File: src/rtl/robs_pkg.sv
// ---------------------------------------------------------------------------
// robs_pkg
// Shared definitions for the Robertson signed-multiplier sequencer:
//   - state_t     : sequencer state encoding
//   - C_*         : bit positions inside the 15-bit datapath control word
//   - RH_*        : select codes for the RH input multiplexer
//   - ctrl_word() : Moore decode of a state into its control word
// ---------------------------------------------------------------------------
package robs_pkg;

   localparam int CW = 15;

   typedef enum logic [3:0] {
      IDLE  = 4'd0,
      INIT  = 4'd1,
      LOADR = 4'd2,
      DEC   = 4'd3,
      TEST  = 4'd4,
      ADD   = 4'd5,
      SUB   = 4'd6,
      SHIFT = 4'd7,
      WB    = 4'd8,
      FINAL = 4'd9,
      DONE  = 4'd10
   } state_t;

   // Control word bit positions
   localparam int C_LDY      = 0;   // load Y (multiplicand)
   localparam int C_QRST     = 1;   // counter reset
   localparam int C_CLRA     = 2;   // clear A
   localparam int C_LDX      = 3;   // load X
   localparam int C_RHSEL_LO = 4;   // RH mux select, low bit
   localparam int C_RHSEL_HI = 5;   // RH mux select, high bit
   localparam int C_RLSEL    = 6;   // RL mux: 0=X, 1=SR low
   localparam int C_XSEL     = 7;   // X mux: 0=multiplier, 1=R low
   localparam int C_LDRH     = 8;   // load RH
   localparam int C_LDRL     = 9;   // load RL
   localparam int C_ADDSUB   = 10;  // ALU: 1=add, 0=subtract
   localparam int C_SHARITH  = 11;  // shift mode: 1=arithmetic
   localparam int C_SHEN     = 12;  // shift enable
   localparam int C_QDEC     = 13;  // counter decrement
   localparam int C_LDA      = 14;  // load A

   // RH multiplexer codes
   localparam logic [1:0] RH_A   = 2'd0;
   localparam logic [1:0] RH_SR  = 2'd1;
   localparam logic [1:0] RH_ALU = 2'd2;

   // Control word asserted while the sequencer sits in state s.
   // States that drive nothing (IDLE, TEST, DONE) fall through to all-zero.
   function automatic logic [CW-1:0] ctrl_word(input state_t s);
      logic [CW-1:0] w;
      w = {CW{1'b0}};
      case (s)
         INIT: begin
            w[C_LDY]  = 1'b1;
            w[C_QRST] = 1'b1;
            w[C_CLRA] = 1'b1;
            w[C_LDX]  = 1'b1;
         end
         LOADR: begin
            w[C_RHSEL_HI:C_RHSEL_LO] = RH_A;
            w[C_LDRH] = 1'b1;
            w[C_LDRL] = 1'b1;
         end
         DEC: begin
            w[C_QDEC] = 1'b1;
         end
         ADD: begin
            w[C_RHSEL_HI:C_RHSEL_LO] = RH_ALU;
            w[C_ADDSUB] = 1'b1;
            w[C_LDRH]   = 1'b1;
         end
         SUB: begin
            w[C_RHSEL_HI:C_RHSEL_LO] = RH_ALU;
            w[C_ADDSUB] = 1'b0;
            w[C_LDRH]   = 1'b1;
         end
         SHIFT: begin
            w[C_SHARITH] = 1'b1;
            w[C_SHEN]    = 1'b1;
         end
         WB: begin
            w[C_RHSEL_HI:C_RHSEL_LO] = RH_SR;
            w[C_RLSEL] = 1'b1;
            w[C_LDRH]  = 1'b1;
            w[C_LDRL]  = 1'b1;
         end
         FINAL: begin
            // A <= R high, X <= R low: the product lands on {A, X}
            w[C_LDA]  = 1'b1;
            w[C_LDX]  = 1'b1;
            w[C_XSEL] = 1'b1;
         end
         default: begin
            w = {CW{1'b0}};
         end
      endcase
      return w;
   endfunction

endpackage

File: src/rtl/robs_control.sv
// ---------------------------------------------------------------------------
// robs_control
// Sequencer for the Robertson signed-multiplication datapath. A start request
// in IDLE runs WIDTH iterations of test / (add|sub) / shift / write-back and
// finally moves R into {A, X}, where the product is presented.
//
// Ports:
//   clk      in   system clock
//   reset    in   asynchronous active-low reset
//   start    in   begin a multiply (sampled only in IDLE)
//   zr       in   datapath R LSB is 0
//   zq       in   datapath down-counter q mod 8 == 0
//   c        out  15-bit datapath control word (registered, Moore)
//   busy     out  high in every state except IDLE
//   done     out  one-cycle pulse, product valid on the datapath
//   seq_err  out  sticky: zq disagreed with the internal last-iteration flag
// ---------------------------------------------------------------------------
module robs_control
   import robs_pkg::*;
#(
   parameter int WIDTH = 8
) (
   input  logic          clk,
   input  logic          reset,
   input  logic          start,
   input  logic          zr,
   input  logic          zq,
   output logic [CW-1:0] c,
   output logic          busy,
   output logic          done,
   output logic          seq_err
);

   localparam int            IW        = $clog2(WIDTH + 1);
   localparam logic [IW-1:0] LAST_ITER = IW'(WIDTH - 1);

   state_t        state_r;
   state_t        state_s;
   logic [IW-1:0] iter_r;
   logic [IW-1:0] iter_s;
   logic          last_r;
   logic          last_s;
   logic          err_s;
   logic          is_last_s;

   // The current iteration is the final (sign-weight) one
   assign is_last_s = (iter_r == LAST_ITER);

   // Next-state, iteration counter and error-flag logic
   always_comb begin
      state_s = state_r;
      iter_s  = iter_r;
      last_s  = last_r;
      err_s   = seq_err;
      case (state_r)
         IDLE: begin
            if (start) begin
               state_s = INIT;
            end else begin
               state_s = IDLE;
            end
         end
         INIT: begin
            iter_s  = {IW{1'b0}};
            last_s  = 1'b0;
            state_s = LOADR;
         end
         LOADR: begin
            state_s = DEC;
         end
         DEC: begin
            state_s = TEST;
         end
         TEST: begin
            // Routing uses the fresh comparison; last_r only feeds WB.
            last_s = is_last_s;
            // The datapath counter must agree with our own iteration count.
            if (zq != is_last_s) begin
               err_s = 1'b1;
            end else begin
               err_s = seq_err;
            end
            if (zr) begin
               state_s = SHIFT;
            end else if (is_last_s) begin
               state_s = SUB;
            end else begin
               state_s = ADD;
            end
         end
         ADD: begin
            state_s = SHIFT;
         end
         SUB: begin
            state_s = SHIFT;
         end
         SHIFT: begin
            state_s = WB;
         end
         WB: begin
            iter_s = iter_r + IW'(1);
            if (last_r) begin
               state_s = FINAL;
            end else begin
               state_s = DEC;
            end
         end
         FINAL: begin
            state_s = DONE;
         end
         DONE: begin
            state_s = IDLE;
         end
         default: begin
            state_s = IDLE;
         end
      endcase
   end

   // State, counter and registered outputs; outputs decode the next state so
   // they line up with the state register cycle for cycle.
   always_ff @(posedge clk or negedge reset) begin
      if (!reset) begin
         state_r <= IDLE;
         iter_r  <= {IW{1'b0}};
         last_r  <= 1'b0;
         c       <= {CW{1'b0}};
         busy    <= 1'b0;
         done    <= 1'b0;
         seq_err <= 1'b0;
      end else begin
         state_r <= state_s;
         iter_r  <= iter_s;
         last_r  <= last_s;
         c       <= ctrl_word(state_s);
         busy    <= (state_s != IDLE);
         done    <= (state_s == DONE);
         seq_err <= err_s;
      end
   end

endmodule

File: config.mk
export PLATFORM = sky130hd
export DESIGN_NAME = robs_control
export DESIGN_NICKNAME = d
export VERILOG_FILES = /design/src/rtl/robs_pkg.sv /design/src/rtl/robs_control.sv
export SDC_FILE = /design/constraint.sdc
export NUM_CORES = 1
export LEC_CHECK = 0
export BUFFER_PORTS_ARGS = -buffer_cell sky130_fd_sc_hd__buf_2
export CAP_MARGIN = 25
export CORE_MARGIN = 3
export CORE_UTILIZATION = 52
export CTS_BUF_LIST = sky130_fd_sc_hd__clkbuf_4 sky130_fd_sc_hd__clkbuf_8 sky130_fd_sc_hd__clkbuf_16
export DETAILED_ROUTE_END_ITERATION = 7
export GPL_TIMING_DRIVEN = 0
export PLACE_DENSITY = 0.76
export RECOVER_POWER = 50
export SETUP_SLACK_MARGIN = 0.3
export SLEW_MARGIN = 20
export SYNTH_ARGS = -nofsm -noshare
export SYNTH_HDL_FRONTEND = slang
export SYNTH_SLANG_ARGS = --single-unit
File: constraint.sdc
create_clock -name clk -period 1.8 [get_ports clk]
set_clock_uncertainty 0.15 [all_clocks]
set_input_delay 0.18 -clock clk [delete_from_list [all_inputs] [get_ports clk]]
set_output_delay 0.18 -clock clk [all_outputs]
set_load 0.01 [all_outputs]
==> results of run 1 <==
-- power by group --
part	total, mW	internal, mW	switching, mW
clock network	0.383	0.226	0.157
logic	1.69	0.815	0.871
registers	0.803	0.664	0.139
total	2.87	1.70	1.17
-- logic make-up (layout without fill, tap and decap cells) --
group	count (synthesis)	in the layout	share of synthesized area
fa+ha+maj	1	1	0.01136
simple gates	41	41	0.2273
flops	22	22	0.5000
buf+inv	15	61	0.08181
xor+xnor	2	2	0.01591
mux	1	1	0.009091
compound gates	22	22	0.1545
-- final cells by class --
cell class	count	area, um^2
fill	126	421.7
sequential	22	551.8
timing repair buffer	42	265.3
inverter	5	18.77
clock buffer	3	22.52
buffer	10	86.33
clock inverter	1	30.03
multi-input combinational	67	551.8
tap	27	33.78
-- registers in the layout (all words and copies together), names as in the netlist --
register	count
iter_r	4
seq_err	1
busy	1
state_r	4
c	10
done	1
last_r	1
-- worst min-delay path: stages --
cell and delay [ns]:
buf_2 0.12, nor2_4 0.12, o211ai_4 0.14
-- synthesized netlist by cell type, drive strengths merged, types with 2 or more instances --
cell type	instances
dfrtp	22
nand2	11
buf	10
nor2	8
a21oi	6
inv	5
o21ai	5
nand3	4
and3	3
nor3b	3
a22o	2
nand3b	2
o211ai	2
o21bai	2
o31ai	2
or3b	2
xnor2	2
-- metal layers --
layer  GRT usage  wire length, um
met1      0.2931             1177
met2      0.3326             1378
met3     0.04871              245
met4      0.1092              103
met5           0                0
-- placed cells by master, fill, tap and decap left out, drive strengths merged, types with 3 or more instances in the layout --
cell         synthesis  layout
dfrtp               22      22
nor2                 8       8
nand2               11      11
and3                 3       3
nor3b                3       3
a21oi                6       6
buf                 10      39
nand3                4       4
dlygate4sd3          0       3
o21ai                5       5
clkbuf               0      13
inv                  5       5
-- per-stage QoR --
step | total power, mW | setup WS [ns] | util | area, um^2 | cells
floorplan | 1.624 | 0.2850 | - | 1104 | 104
global placement | 1.884 | 0.1252 | 0.6294 | 1247 | 153
detailed placement | 1.926 | 0.07563 | 0.6294 | 1247 | 153
CTS | 2.564 | 0.2001 | 0.7330 | 1453 | 169
global route | 3.044 | 0.07185 | 0.7872 | 1560 | 177
finish | 2.872 | 0.1286 | 0.7872 | 1560 | 177
-- worst paths after layout --
| kind | end | slack [ns] | cells past startpoint |
|---|---|---|---|
| setup / recovery | c[13]$_DFF_PN0_ | 0.13 | 5 |
| hold / removal | state_r[1]$_DFF_PN0_ | 0.16 | 3 |
| setup reg to reg | c[13]$_DFF_PN0_ | 0.13 | 5 |
| hold reg to reg | seq_err$_DFFE_PN0P_ | 0.36 | 1 |
| max in group asynchronous | state_r[3]$_DFF_PN0_ | 0.30 | 2 |
| min in group asynchronous | c[13]$_DFF_PN0_ | 0.44 | 2 |
-- timing repair --
item,in CTS,in global routing
cloned,1,0
gates resized for setup,15,17
setup endpoints to repair,11,17
pin swaps,10,10
hold buffers,2,1
buffers inserted,9,7
hold endpoints to repair,23,1
==> results.md, run 1 <==
* Status: completed
* Crit path max-delay family: simple AND/OR/NAND/NOR gates
* Largest net degree at the start of global routing at 23
* Antenna violations before repair at 0
* Die height at ~52 um
* Pwr per Cell Area at around 1800 mW/mm^2
* Worst Tran Pin Value at 1.153 ns
* CTS buffer count at 3
* Drt drc at 0
* Wirelength per Cell at approximately 16 um
* Chip width at ~52 um
* Post-synth top flop: dfrtp_1
* Post-Syn Area at approximately 0.0011 mm^2
* Pleak at ~0.74 nW
* IO Port Bufs at 22
* Syn Nets at between 100 and 150
* Via density at 5.695
* DIE AREA at ~0.0027 mm^2
* Gate Count Post-Synth at around 100
* CTS root buffer: clkbuf_4
* Total gr overflow at 0
* Slowest-stage cell, CP: dfrtp_1
* Slew Limit Fails at 0
* Number of flops mapped to enable cells by yosys at 0
* Area leader, netlist: dfrtp_1
* Top cell type's share of synthesized area at 0.5000
* Setup TNS at 0 ns
* Post-synth ARST share at 1.000
* First-pass iteration count of the detailed router at 4
* Shortest period the worst path allows at 1.671 ns
* CTS tree: yes
* Hold Vio Cnt, Final at 0
* Worst VDD drop at between 1500 and 2000 uV
* Core area at around 0.0020 mm^2
* Routed Antenna Nets at 0
* CP Data Required Time at approximately 1.9 ns
* Synth unique cells at 40
* Share of cells above drive strength 1 at 0.4667
* Post-layout net count at 157
* Rel. slew slack at 0.2316
* Ports at 23
* Worst Path Max Fanout at 3
* Area growth from synthesis to layout at 41.70%
* # Max-Cap Violations at 0
* Unrepaired setup endpoints after global routing: yes
* Crit-path max cell delay at between 0.4 and 0.5 ns
* Part of the cycle the worst path needs at 0.9286
* Clock latency on the worst-skew pair at around 0.32 ns
* Clock transition at the registers of the reported paths at between 0.1 and 0.15 ns
* Initial DRC count at 52
* Worst Setup SP: state_r[2]$_DFF_PN0_
* Fmax at about 600 MHz
* Diodes inserted at 0
* Hold wc startpoint: zr
* First-pass GRT wire length at around 4.3 mm
* Final setup violation count at 0
* Vias at around 1,000
* H-Tree Depth at 1
* Flops & latches, synth at 22
* Seq/Total Area, Yosys at 0.5000
* Worst-path cell chain: buf_4, or3b_1, o21bai_2, nor2_2, and3_1
* Number of global-route vias before repair at between 800 and 900
* Syn_area_per_cell at around 11 um^2
* Rows at 16
* Placer Congestion at approximately 0.8
* Synth area leaders: dfrtp_1 50%, buf_4 4.1%, nand2_1 3.4%, nor2_1 2.7%, a21oi_1 2.3%
* Startpoint Class: flop
* CTS Buffer Depth at 2
* Routed wire length at roughly 2.9 mm
* Hold WC Path Type: primary input to flop
* Total GRT Usage at 0.2193
* RR Startpoint: state_r[2]$_DFF_PN0_
* CP bufs+invs at 1
* DPL Wire Length at about 1.6 mm
* Critical Path Sink Type: flop
* Hold Slack at between 0.15 and 0.2 ns
* Initial core utilization at 0.5556
* CTS sink count at 22
* Synth warnings at 0
* Data arrival time of the worst path at approximately 1.8 ns
* Critical path type: flop to flop
No activity file was read; power rests on OpenSTA's default activity.
==> run 2, diff against run 1 <==
--- a/config.mk
+++ b/config.mk
@@ -8,11 +8,12 @@
 export BUFFER_PORTS_ARGS = -buffer_cell sky130_fd_sc_hd__buf_2
 export CAP_MARGIN = 25
 export CORE_MARGIN = 3
-export CORE_UTILIZATION = 52
+export CORE_UTILIZATION = 56
 export CTS_BUF_LIST = sky130_fd_sc_hd__clkbuf_4 sky130_fd_sc_hd__clkbuf_8 sky130_fd_sc_hd__clkbuf_16
 export DETAILED_ROUTE_END_ITERATION = 7
 export GPL_TIMING_DRIVEN = 0
-export PLACE_DENSITY = 0.76
+export HOLD_SLACK_MARGIN = 0.08
+export PLACE_DENSITY = 0.78
 export RECOVER_POWER = 50
 export SETUP_SLACK_MARGIN = 0.3
 export SLEW_MARGIN = 20
==> constraint.sdc (replaced) <==
create_clock -name clk -period 2 [get_ports clk]
set_clock_uncertainty 0.15 [all_clocks]
set_input_delay 0.2 -clock clk [delete_from_list [all_inputs] [get_ports clk]]
set_output_delay 0.2 -clock clk [all_outputs]
set_load 0.01 [all_outputs]
==> results.md, run 2 (synthesized netlist as in run 1, its figures left out) <==
* Rel. slew slack at 0.2272
* Commonest non-fill, non-tap cells in the layout: 21 x dfrtp_1, 16 x buf_2, 10 x buf_4, 10 x nand2_1, 9 x clkbuf_1
* First-pass iteration count of the detailed router at 4
* Critical path type: flop to flop
* DPL Wire Length at 1.494 mm
* Antenna violations before repair at 0
* CTS buffer count at 3
* Crit-path max cell delay at 0.48 ns
* Slew Limit Fails at 0
* Routed Antenna Nets at 0
* CTS tree: yes
* Share of cells above drive strength 1 at 0.3504
* Unrepaired setup endpoints after global routing: yes
* Status: completed
* Drt drc at 0
* Total GRT Usage at 0.1910
* Die height at just over 50 um
* Largest net degree at the start of global routing at 23
* Placer Congestion at approximately 0.80
* Pleak at approximately 0.65 nW
* Most common cell after layout, fill and taps aside: dfrtp_1
* Startpoint Class: flop
* Chip width at ~50 um
* Rows at 15
* Via density at approximately 5.5
* Clock transition at the registers of the reported paths at 0.13 ns
* CP Data Required Time at roughly 2.1 ns
* Vias at 890
* Shortest period the worst path allows at 1.682 ns
* Ports at 23
* # fillers at 124
* H-Tree Depth at 1
* Max reg flops at 10
* Number of global-route vias before repair at just over 800
* First-pass GRT wire length at between 3 and 4 mm
* Total gr overflow at 0
* Initial DRC count at 19
* Fin area at roughly 0.0014 mm^2
* Worst Tran Pin Value at about 1.2 ns
* Worst Path Max Fanout at 10
* Wirelength per Cell at about 15 um
* DIE AREA at roughly 0.0025 mm^2
* Setup TNS at 0 ns
* Diodes inserted at 0
* Pwr per Cell Area at between 1500 and 2000 mW/mm^2
* Largest regs: c x10, iter_r x4, state_r x4
* CTS sink count at 22
* Dpl cell area at ~0.0012 mm^2
* Post-layout net count at about 140
* CTS Buffer Depth at 2
* Initial core utilization at 0.6175
* Part of the cycle the worst path needs at 0.8409
* Data arrival time of the worst path at 1.78 ns
* Critical Path Sink Type: flop
* Area growth from synthesis to layout at 24.09%
* # Max-Cap Violations at 0
* R2R depth at 5
* Final setup violation count at 0
* Routed wire length at about 2.4 mm
* Worst-path cell chain: buf_6, o41ai_2, a21oi_4, buf_4, nor3_2
* Clock latency on the worst-skew pair at around 0.32 ns
* Hold path depth at 3
* Design Power at between 2 and 2.5 mW
* Core area at roughly 0.0018 mm^2
* Worst VDD drop at between 1000 and 1500 uV
* Hold Vio Cnt, Final at 0
* Slowest-stage cell, CP: o41ai_2
* Register bank with the most flops: c
* Hold WC Path Type: primary input to flop
* CTS root buffer: clkbuf_4
* Fmax at approximately 590 MHz
* IO Port Bufs at 22
-- run 2: changes by cell type in the layout (fill, tap and decap cells not counted), moves of 3 or more --
cell,previous run,this run
buf_4,20,10
buf_6,6,1
a21oi_2,3,0
buf_2,13,16
-- run 2: repair_timing --
action                                  4_1_cts  5_1_grt
endpoints found under the hold margin        24        0
hold buffers                                  3        0
endpoints found under the setup margin        4        6
resized for setup                             2        7
setup buffers                                 1        3
pin swaps                                     0        2
-- run 2: metal layers --
layer | share of wire | GRT usage | vias up | wire [um]
li1 | - | - | 424 | -
met1 | 0.47 | 0.2432 | 414 | 1123
met2 | 0.44 | 0.3130 | 41 | 1067
met3 | 0.053 | 0.03264 | 11 | 129
met4 | 0.038 | 0.09417 | 0 | 91
met5 | 0 | 0 | - | 0
-- run 2: final timing paths --
check                                      from  slack (ns)              endpoint
hold / removal                               zr        0.17  state_r[1]$_DFF_PN0_
setup reg to reg           state_r[1]$_DFF_PN0_        0.32        c[3]$_DFF_PN0_
hold reg to reg             seq_err$_DFFE_PN0P_        0.36   seq_err$_DFFE_PN0P_
min in group asynchronous                 reset        0.48        busy$_DFF_PN0_
max in group asynchronous                 reset        0.46  state_r[3]$_DFF_PN0_
setup / recovery           state_r[1]$_DFF_PN0_        0.32        c[3]$_DFF_PN0_
-- run 2: final cells by class --
type | count | area [um^2] | area share
Buffer | 10 | 71.32 | 0.05220
Clock buffer | 4 | 36.28 | 0.02656
Inverter | 5 | 18.77 | 0.01374
Multi-Input combinational cell | 67 | 498.0 | 0.3645
Sequential cell | 22 | 551.8 | 0.4038
Tap cell | 25 | 31.28 | 0.02289
Timing Repair Buffer | 29 | 158.9 | 0.1163
-- run 2: critical path, delay by kind of cell, from the launching register on --
kind	cells	cell delay [ns]
compound gates	2	0.56
flops	1	0.47
buf+inv	2	0.34
simple gates	1	0.10
-- run 2: stage by stage --
step | util | worst slack (ns) | hold WS (ns) | cells
2_1_floorplan | - | 0.4500 | -0.2456 | 104
3_3_place_gp | 0.6968 | 0.3180 | 0.02130 | 151
3_5_place_dp | 0.6968 | 0.3076 | 0.03430 | 151
4_1_cts | 0.7418 | 0.3252 | 0.1717 | 159
5_1_grt | 0.7663 | 0.2045 | 0.1773 | 162
6_report | 0.7663 | 0.3181 | 0.1713 | 162
-- run 2: power breakdown --
part / leakage, nW / switching, mW / internal [mW]
Clock: 0.0210 / 0.141 / 0.111
Sequential: 0.281 / 0.109 / 0.597
Combinational: 0.350 / 0.677 / 0.545
Total: 0.653 / 0.927 / 1.25
